## src/rtl/image_line_feeder.sv

```systemverilog
// Streams a square frame out of frame memory in row-major order. It prefills the
// downstream line buffer and then sends one further line for each credit it receives.
module image_line_feeder #(
  parameter int F = 28,
  parameter int B = 8,
  localparam int AW = (F * F > 1) ? $clog2(F * F) : 1,
  localparam int CW = (F > 1) ? $clog2(F) : 1,
  localparam int RW = $clog2(F + 1)
) (
  input  logic          i_clk,
  input  logic          i_rst,
  input  logic          i_start,
  input  logic          i_intr,
  output logic          o_rd_en,
  output logic [AW-1:0] o_rd_addr,
  input  logic [B-1:0]  i_rd_data,
  output logic [B-1:0]  o_pixel_data,
  output logic          o_pixel_data_valid,
  output logic          o_busy,
  output logic          o_done,
  output logic          o_err
);

  localparam int PRE_ROWS = (F < 4) ? F : 4;
  localparam logic [RW-1:0] ROWS         = RW'(F);
  localparam logic [RW-1:0] ROW_LAST_PRE = RW'(PRE_ROWS - 1);
  localparam logic [CW-1:0] COL_LAST     = CW'(F - 1);

  typedef enum logic [2:0] {
    S_IDLE        = 3'd0,
    S_PREFILL     = 3'd1,
    S_SEND_LINE   = 3'd2,
    S_WAIT_CREDIT = 3'd3,
    S_FINISH      = 3'd4
  } state_t;

  state_t        state_q, state_d;
  logic [RW-1:0] row_q, row_d;
  logic [CW-1:0] col_q, col_d;
  logic [AW-1:0] addr_q, addr_d;
  logic [2:0]    credit_q, credit_d;
  logic          err_q, err_d;
  logic          rd_en_q, rd_en_d;
  logic          valid_q;
  logic          busy_q, busy_d;
  logic          done_q, done_d;
  logic          start_s, consume_s, intr_ok_s;
  logic [RW-1:0] row_next_s;

  assign row_next_s = row_q + RW'(1);

  // Sequencing: which state comes next and where the read counters go.
  always_comb begin
    state_d   = state_q;
    row_d     = row_q;
    col_d     = col_q;
    addr_d    = rd_en_q ? (addr_q + AW'(1)) : addr_q;
    done_d    = 1'b0;
    start_s   = 1'b0;
    consume_s = 1'b0;
    case (state_q)
      S_IDLE: begin
        if (i_start) begin
          start_s = 1'b1;
          state_d = S_PREFILL;
          row_d   = {RW{1'b0}};
          col_d   = {CW{1'b0}};
          addr_d  = {AW{1'b0}};
        end else begin
          state_d = S_IDLE;
        end
      end
      S_PREFILL, S_SEND_LINE: begin
        if (col_q == COL_LAST) begin
          col_d = {CW{1'b0}};
          row_d = row_next_s;
          if ((state_q == S_SEND_LINE) || (row_q == ROW_LAST_PRE)) begin
            state_d = (row_next_s < ROWS) ? S_WAIT_CREDIT : S_FINISH;
          end else begin
            state_d = state_q;
          end
        end else begin
          col_d = col_q + CW'(1);
        end
      end
      S_WAIT_CREDIT: begin
        if (credit_q != 3'd0) begin
          consume_s = 1'b1;
          state_d   = S_SEND_LINE;
        end else begin
          state_d = S_WAIT_CREDIT;
        end
      end
      S_FINISH: begin
        state_d = S_IDLE;
        done_d  = 1'b1;
      end
      default: begin
        state_d = S_IDLE;
      end
    endcase
    rd_en_d = (state_d == S_PREFILL) || (state_d == S_SEND_LINE);
    busy_d  = (state_d != S_IDLE);
  end

  // Credits: once every row has been issued, further line grants have nothing to pay for.
  always_comb begin
    intr_ok_s = i_intr && (state_q != S_IDLE) && (row_q < ROWS);
    credit_d  = credit_q;
    err_d     = err_q;
    if (start_s) begin
      credit_d = 3'd0;
    end else if (intr_ok_s && !consume_s) begin
      if (credit_q == 3'd7) begin
        err_d = 1'b1;
      end else begin
        credit_d = credit_q + 3'd1;
      end
    end else if (consume_s && !intr_ok_s) begin
      credit_d = credit_q - 3'd1;
    end else begin
      credit_d = credit_q;
    end
  end

  // State and output registers.
  always_ff @(posedge i_clk) begin
    if (i_rst) begin
      state_q  <= S_IDLE;
      row_q    <= {RW{1'b0}};
      col_q    <= {CW{1'b0}};
      addr_q   <= {AW{1'b0}};
      credit_q <= 3'd0;
      err_q    <= 1'b0;
      rd_en_q  <= 1'b0;
      valid_q  <= 1'b0;
      busy_q   <= 1'b0;
      done_q   <= 1'b0;
    end else begin
      state_q  <= state_d;
      row_q    <= row_d;
      col_q    <= col_d;
      addr_q   <= addr_d;
      credit_q <= credit_d;
      err_q    <= err_d;
      rd_en_q  <= rd_en_d;
      valid_q  <= rd_en_q;
      busy_q   <= busy_d;
      done_q   <= done_d;
    end
  end

  assign o_rd_en            = rd_en_q;
  assign o_rd_addr          = addr_q;
  assign o_pixel_data       = i_rd_data;
  assign o_pixel_data_valid = valid_q;
  assign o_busy             = busy_q;
  assign o_done             = done_q;
  assign o_err              = err_q;

endmodule

```

## config.mk

```make
export PLATFORM = sky130hd
export DESIGN_NAME = image_line_feeder
export DESIGN_NICKNAME = d
export VERILOG_FILES = /design/src/rtl/image_line_feeder.sv
export SDC_FILE = /design/constraint.sdc
export NUM_CORES = 1
export LEC_CHECK = 0
export BUFFER_PORTS_ARGS = -buffer_cell sky130_fd_sc_hd__buf_2
export CAP_MARGIN = 20
export CELL_PAD_IN_SITES_DETAIL_PLACEMENT = 2
export CELL_PAD_IN_SITES_GLOBAL_PLACEMENT = 2
export CORE_UTILIZATION = 28
export CTS_CLUSTER_DIAMETER = 40
export DETAILED_ROUTE_END_ITERATION = 8
export HOLD_SLACK_MARGIN = 0.05
export PLACE_DENSITY_LB_ADDON = 0.1
export SYNTH_ARGS = -nofsm -noshare
export SYNTH_HDL_FRONTEND = slang
export SYNTH_SLANG_ARGS = --single-unit
```

## constraint.sdc

```tcl
create_clock -name i_clk -period 1.8 [get_ports i_clk]
set_input_delay 0.18 -clock i_clk [delete_from_list [all_inputs] [get_ports i_clk]]
set_output_delay 0.18 -clock i_clk [all_outputs]
set_load 0.1 [all_outputs]
```

## Word-level counts from Yosys, hierarchy flattened

Index checks and enable logic that the tools add are counted.
Widths: inputs -> output; s select.

- Register bits after elaboration: 31
- Input bits: 12
- Output and inout port bits: 23
- Word-level logic and storage cells: 72

- $add $sub $neg: 5
- Magnitude comparators: 2
- Equality and inequality tests: 12
- Muxes and demuxes: 22
- Bitwise gates (word level): 1
- Reduce and logical (&&, ||, !) cells: 20

Operator list:

| cell | count |
|---|---|
| $mux 10 | 3 |
| $pmux 5 s2 | 2 |
| $mux 3 | 6 |
| $mux 5 | 3 |
| $add 10x1->10 const B | 1 |
| $add 5x1->5 const B | 2 |
| $lt 5x5->1 const B | 2 |
| $eq 3x2->1 const B | 3 |
| $pmux 3 s3 | 1 |
| $reduce_bool 3->1 | 3 |
| $mux 1 | 7 |
| $eq 3x1->1 const B | 2 |
| $eq 3x3->1 const B | 2 |
| $ne 2x2->1 const B | 3 |
| $reduce_and 3->1 | 2 |
| $eq 5x2->1 const B | 1 |
| $eq 5x5->1 const B | 1 |
| $logic_and 1x1->1 | 4 |
| $reduce_and 2->1 | 2 |
| $reduce_bool 2->1 | 2 |
| $reduce_or 2->1 | 2 |
| $add 3x1->3 const B | 1 |
| $logic_not 3->1 | 1 |
| $sub 3x1->3 const B | 1 |
| other kinds (3) | 5 |

## Depth between registers and ports, before layout

- Word-level depth: 8
- Mapped depth: 8
- Depth with buffers taken out: 7

## Worst setup path before layout

No wires, ideal clock.

- Path kind: register to register
- Start: reg rd_en_q (netlist: o_rd_en)
- End: reg addr_q[7] (netlist: o_rd_addr[7])
- Setup time: 0.067 ns
- Data arrival time: 1.983 ns
- Required time: 1.733 ns
- Slack: -0.250 ns
- Stages on the path, launching flop included: 6
- Buffers on the path: 0
- Period minus slack after synthesis: 2.050 ns
- Cells stage by stage: dfxtp_1 and3_1 and4_1 nand3_1 xor2_1 nor2_1

- Word-level cells in the longest chain between the ends: 3

Ends and longest elaborated chain:

| element | line | source |
|---|---|---|
| from (decl) | 43 | `logic rd_en_q, rd_en_d;` |
| from (signal assigned) | 146 | `rd_en_q <= rd_en_d;` |
| $mux 10 (*) | 57 | `addr_d = rd_en_q ? (addr_q + AW'(1)) : addr_q;` |
| $mux 10 | 63 | `if (i_start) begin` |
| $mux 10 (*) | 61 | `case (state_q)` |
| to (signal assigned) | 132 | `addr_q <= {AW{1'b0}};` |
| to (signal assigned) | 143 | `addr_q <= addr_d;` |
| to (decl) | 40 | `logic [AW-1:0] addr_q, addr_d;` |

Every way passes the cells marked *; elsewhere a longest branch is shown, timed or not.
A chain may end at the register's enable or synchronous reset.

## Worst setup path in the final report

- Start: reg credit_q[0]
- End: reg credit_q[2]

- Word-level cells in the longest chain between the ends: 7
- Elaborated cells between the ends (all ways): 15
- Those cells by class: 2 x add/sub; 2 x eq/ne; 5 x mux; 6 x reduce/logical

Ends and longest elaborated chain:

| element | line | source |
|---|---|---|
| from (decl) | 41 | `logic [2:0] credit_q, credit_d;` |
| from (signal assigned) | 144 | `credit_q <= credit_d;` |
| $reduce_bool 3->1 | 87 | `if (credit_q != 3'd0) begin` |
| $mux 1 | 87 |  |
| $mux 1 | 61 |  |
| $logic_not 1->1 | 113 | `end else if (intr_ok_s && !consume_s) begin` |
| $logic_and 1x1->1 | 113 |  |
| $ne 2x2->1 (no source line) or $reduce_bool 2->1 (tied branches) | - |  |
| $reduce_and 2->1 (no source line) | - |  |

Parallel ways exist; a longest one is shown, timed or not. The select of a mux whose other input is x is not followed.

==> qor.csv <==
stage;metric;value;unit
outcome;outcome;completed;
worst_setup_path;slowest CP cell;fa_2;
logic_synthesis;Mapped Nets;193;
layout;Final Net Count;235;
layout;Multi-input gate area;925;µm²
cts;total CTS buffers;5;
logic_synthesis;Post-Synth Simple-Gate Area;25.5;%
logic_synthesis;dominant cell by count in the synthesized netlist;dfxtp_1;
worst_setup_path;worst r2r path cells;7;
sta;Final Hold Viols;0;
sta;slew of the pin with the lowest slew margin;490;ps
cts;# hold bufs at CTS;0;
sta;max-slew violations;0;
min_path;min-delay src;i_rst;
floorplan;die area;5850;µm²
floorplan;IO Count;35;
global_route;initial antenna violation count;0;
layout;Layout area overhead;34.9;%
layout;share of cells above drive strength 1;40.5;%
place;placer congestion estimate;0.769;
logic_synthesis;post-synthesis sequential area ratio;40.0;%
min_path;WHS Path Cells;2;
global_route;pin count of the biggest net entering global routing;18;
logic_synthesis;number of enable flip-flop cells after synthesis;0;
floorplan;Die W;76.5;µm
pwr;Overall Power;1.83;mW
logic_synthesis;ys flop type;dfxtp_1;
cts;CTS clk-pin slew, worst paths;70;ps
cts;Worst-Skew Late Latency;280;ps
worst_setup_path;worst r2r dst;credit_q[2]$_SDFFE_PP0P_;
floorplan;Die Ht;76.5;µm
detailed_routing;Avg WL per Cell;15.4;µm
worst_setup_path;Crit Path Max Fanout;3;
detailed_routing;number of nets with antenna violations after routing;0;
floorplan;Placeable Area;5240;µm²
global_route;gr ovfl total;0;
logic_synthesis;Seq cells post-synth;31;
detailed_routing;Post-Route WL;4480;µm
logic_synthesis;Synth top area share;40.0;%
sta;Final Cycle Share;99.0;%
min_path;Hold/Removal Path Class;primary input to flip-flop;
worst_setup_path;Worst EP required;1970;ps
logic_synthesis;post-synthesis compound-gate area fraction;14.9;%
logic_synthesis;most frequent cells after synthesis;31 x dfxtp_1, 26 x nor2_1, 14 x nand2_1;
logic_synthesis;cell count after synthesis;177;
worst_setup_path;CP arrival;1950;ps
cts;root buffer cell;clkbuf_8;
worst_setup_path;Crit Path Category;flip-flop to flip-flop;
floorplan;Rows;26;
pwr;LEAKAGE;0.855;nW
sta;final setup fails;0;
worst_setup_path;biggest cell delay along the critical path;360;ps
layout;# fillers;603;
logic_synthesis;Syn Area/Cell;8.77;µm²
place;HPWL Detailed;3320;µm
sta;fmax;561;MHz
logic_synthesis;XOR/XNOR Fraction of Synth Area;7.33;%
detailed_routing;total number of vias;1445;
sta;Clock Skew;8.62;ps
logic_synthesis;Synth area leaders;dfxtp_1 40%, nor2_1 6.3%, xor2_1 5.1%, buf_4 3.9%, nand2_1 3.4%;
logic_synthesis;largest family of logic cells by synthesized area;simple AND/OR/NAND/NOR gates;
logic_synthesis;post-synthesis mux area share;1.93;%
pwr;PD cells;873;nW/µm²
cts;CTS tree;done;
sta;minimum clock period;1780;ps
detailed_routing;DRC;0;
detailed_routing;DR iter-0 viols;44;
min_path;Hold Path Sink;col_q[4]$_SDFFE_PP0P_;
logic_synthesis;ys async rst share;0;%
floorplan;initial core utilization;29.6;%
global_route;vias in the first global route;1553;
flow_run;max cap viols;0;
logic_synthesis;Synth Warn #;0;
cts;CTS H-tree lvls;2;
layout;antenna cells;0;
cts;TritonCTS sink count;31;
global_route;Total GRT Usage;16.8;%
worst_setup_path;CP Cell Sequence;nor3_4 -> nor3_2 -> or2_4 -> fa_2 -> mux2i_2 -> xnor2_1 -> nor2_1;
worst_setup_path;r2r setup slk;20;ps
logic_synthesis;cell taking the most area after synthesis;dfxtp_1;
worst_setup_path;critical path launch point type;flip-flop;
place;Port-buffer cells;18;
worst_setup_path;worst flop-to-flop path startpoint;credit_q[0]$_SDFFE_PP0P_;
pwr;maximum VDD drop;0.383;mV
detailed_routing;drt pass-1 iters;4;
logic_synthesis;Post-Synth Adder-Cell Area;3.71;%
global_route;first-pass GRT wire length;7680;µm
sta;setup TNS;0;ps
sta;unrepaired setup endpoints after global routing;yes;
layout;register area;641;µm²
detailed_routing;vias per cell;4.98;
cts;Longest Clk Path Bufs;2;
sta;worst rel slew slack;67.6;%
worst_setup_path;Setup crit end kind;flip-flop;
logic_synthesis;area of the mapped netlist;1550;µm²
logic_synthesis;Netlist cell types;45;
worst max-delay path by stage:
stage          slack (ps)                       end                startpoint
4_1_cts               0.4     row_q[3]$_SDFFE_PP0P_     state_q[0]$_SDFF_PP0_
6_report               20  credit_q[2]$_SDFFE_PP0P_  credit_q[0]$_SDFFE_PP0P_
5_1_grt               -80  credit_q[2]$_SDFFE_PP0P_     row_q[4]$_SDFFE_PP0P_
3_3_place_gp          -60  credit_q[2]$_SDFFE_PP0P_  credit_q[1]$_SDFFE_PP0P_
2_1_floorplan           2        o_rd_en$_SDFF_PP0_     col_q[0]$_SDFFE_PP0P_
3_5_place_dp         -230     row_q[3]$_SDFFE_PP0P_     state_q[0]$_SDFF_PP0_
critical path, delay by kind of cell (launching register included):
kind	cells	cell delay [ps]
adders and majority gates	1	360
xor gates and xnor gates	1	140
DFF	1	340
and+or+nand+nor	4	600
muxes	1	210
kinds of logic after synthesis:
kind of cell | count (synthesis)
buffers and inverters | 17
and+or+nand+nor | 77
xor gates and xnor gates | 13
DFF | 31
AOI/OAI and AO/OA | 32
muxes | 3
adders and majority gates | 4
cell usage in the layout (no fill, tap or decap), types with 2 or more instances in the layout:
master / instances
a21oi_1: 8
a31oi_1: 2
and3_1: 5
buf_2: 18
buf_4: 29
buf_6: 2
clkbuf_8: 7
dfxtp_1: 19
dfxtp_2: 10
dfxtp_4: 2
ha_4: 2
inv_1: 3
mux2i_1: 2
nand2_1: 13
nand3_1: 10
nand4_1: 3
nand4b_1: 2
nor2_1: 25
nor2b_4: 2
nor3_1: 4
o21ai_0: 5
o31a_1: 2
xnor2_1: 4
xor2_1: 9
report_power, final:
| part | internal [mW] | switching, mW |
|---|---|---|
| clock | 0.349 | 0.255 |
| combinational | 0.170 | 0.299 |
| sequential | 0.721 | 0.0345 |
| total | 1.24 | 0.589 |
flip-flops by register name, summed over array words and instances (netlist names):
name	cells
o_rd_addr	10
col_q	5
row_q	5
credit_q	3
state_q	3
o_busy	1
o_done	1
o_err	1
o_pixel_data_valid	1
o_rd_en	1
metrics by stage:
stage	cells	instance area (µm²)	setup slack, ps	utilization, %	hold WS [ps]
6_report	290	2090	17.2	40.0	271
5_1_grt	290	2090	-79.3	40.0	286
4_1_cts	286	2010	0.354	38.3	277
3_5_place_dp	277	1860	-233	35.5	361
3_3_place_gp	277	1860	-63.0	35.5	361
2_1_floorplan	177	1580	2.49	-	440
what timing repair did:
action,4_1_cts,5_1_grt
cloned,0,0
buffers inserted,1,4
pin swaps,7,8
resized for setup,17,13
setup endpoints to repair,7,6
area by class of cell:
| class | instances | share of cell area, % |
|---|---|---|
| Tap cell | 70 | 4.18 |
| Timing Repair Buffer | 49 | 15.8 |
| Multi-Input combinational cell | 129 | 44.1 |
| Inverter | 3 | 0.538 |
| Sequential cell | 31 | 30.6 |
| Clock buffer | 8 | 4.78 |
metal layers:
| metal | routed length, µm | share of wire (%) | vias up | global-route usage, % |
|---|---|---|---|---|
| li1 | - | - | 703 | - |
| met1 | 1980 | 44 | 709 | 18.9 |
| met2 | 2290 | 51 | 20 | 30.2 |
| met3 | 120 | 2.7 | 13 | 3.95 |
| met4 | 88 | 2.0 | 0 | 7.12 |
| met5 | 0 | 0 | - | 0 |
No activity file was read; power rests on OpenSTA's default activity.
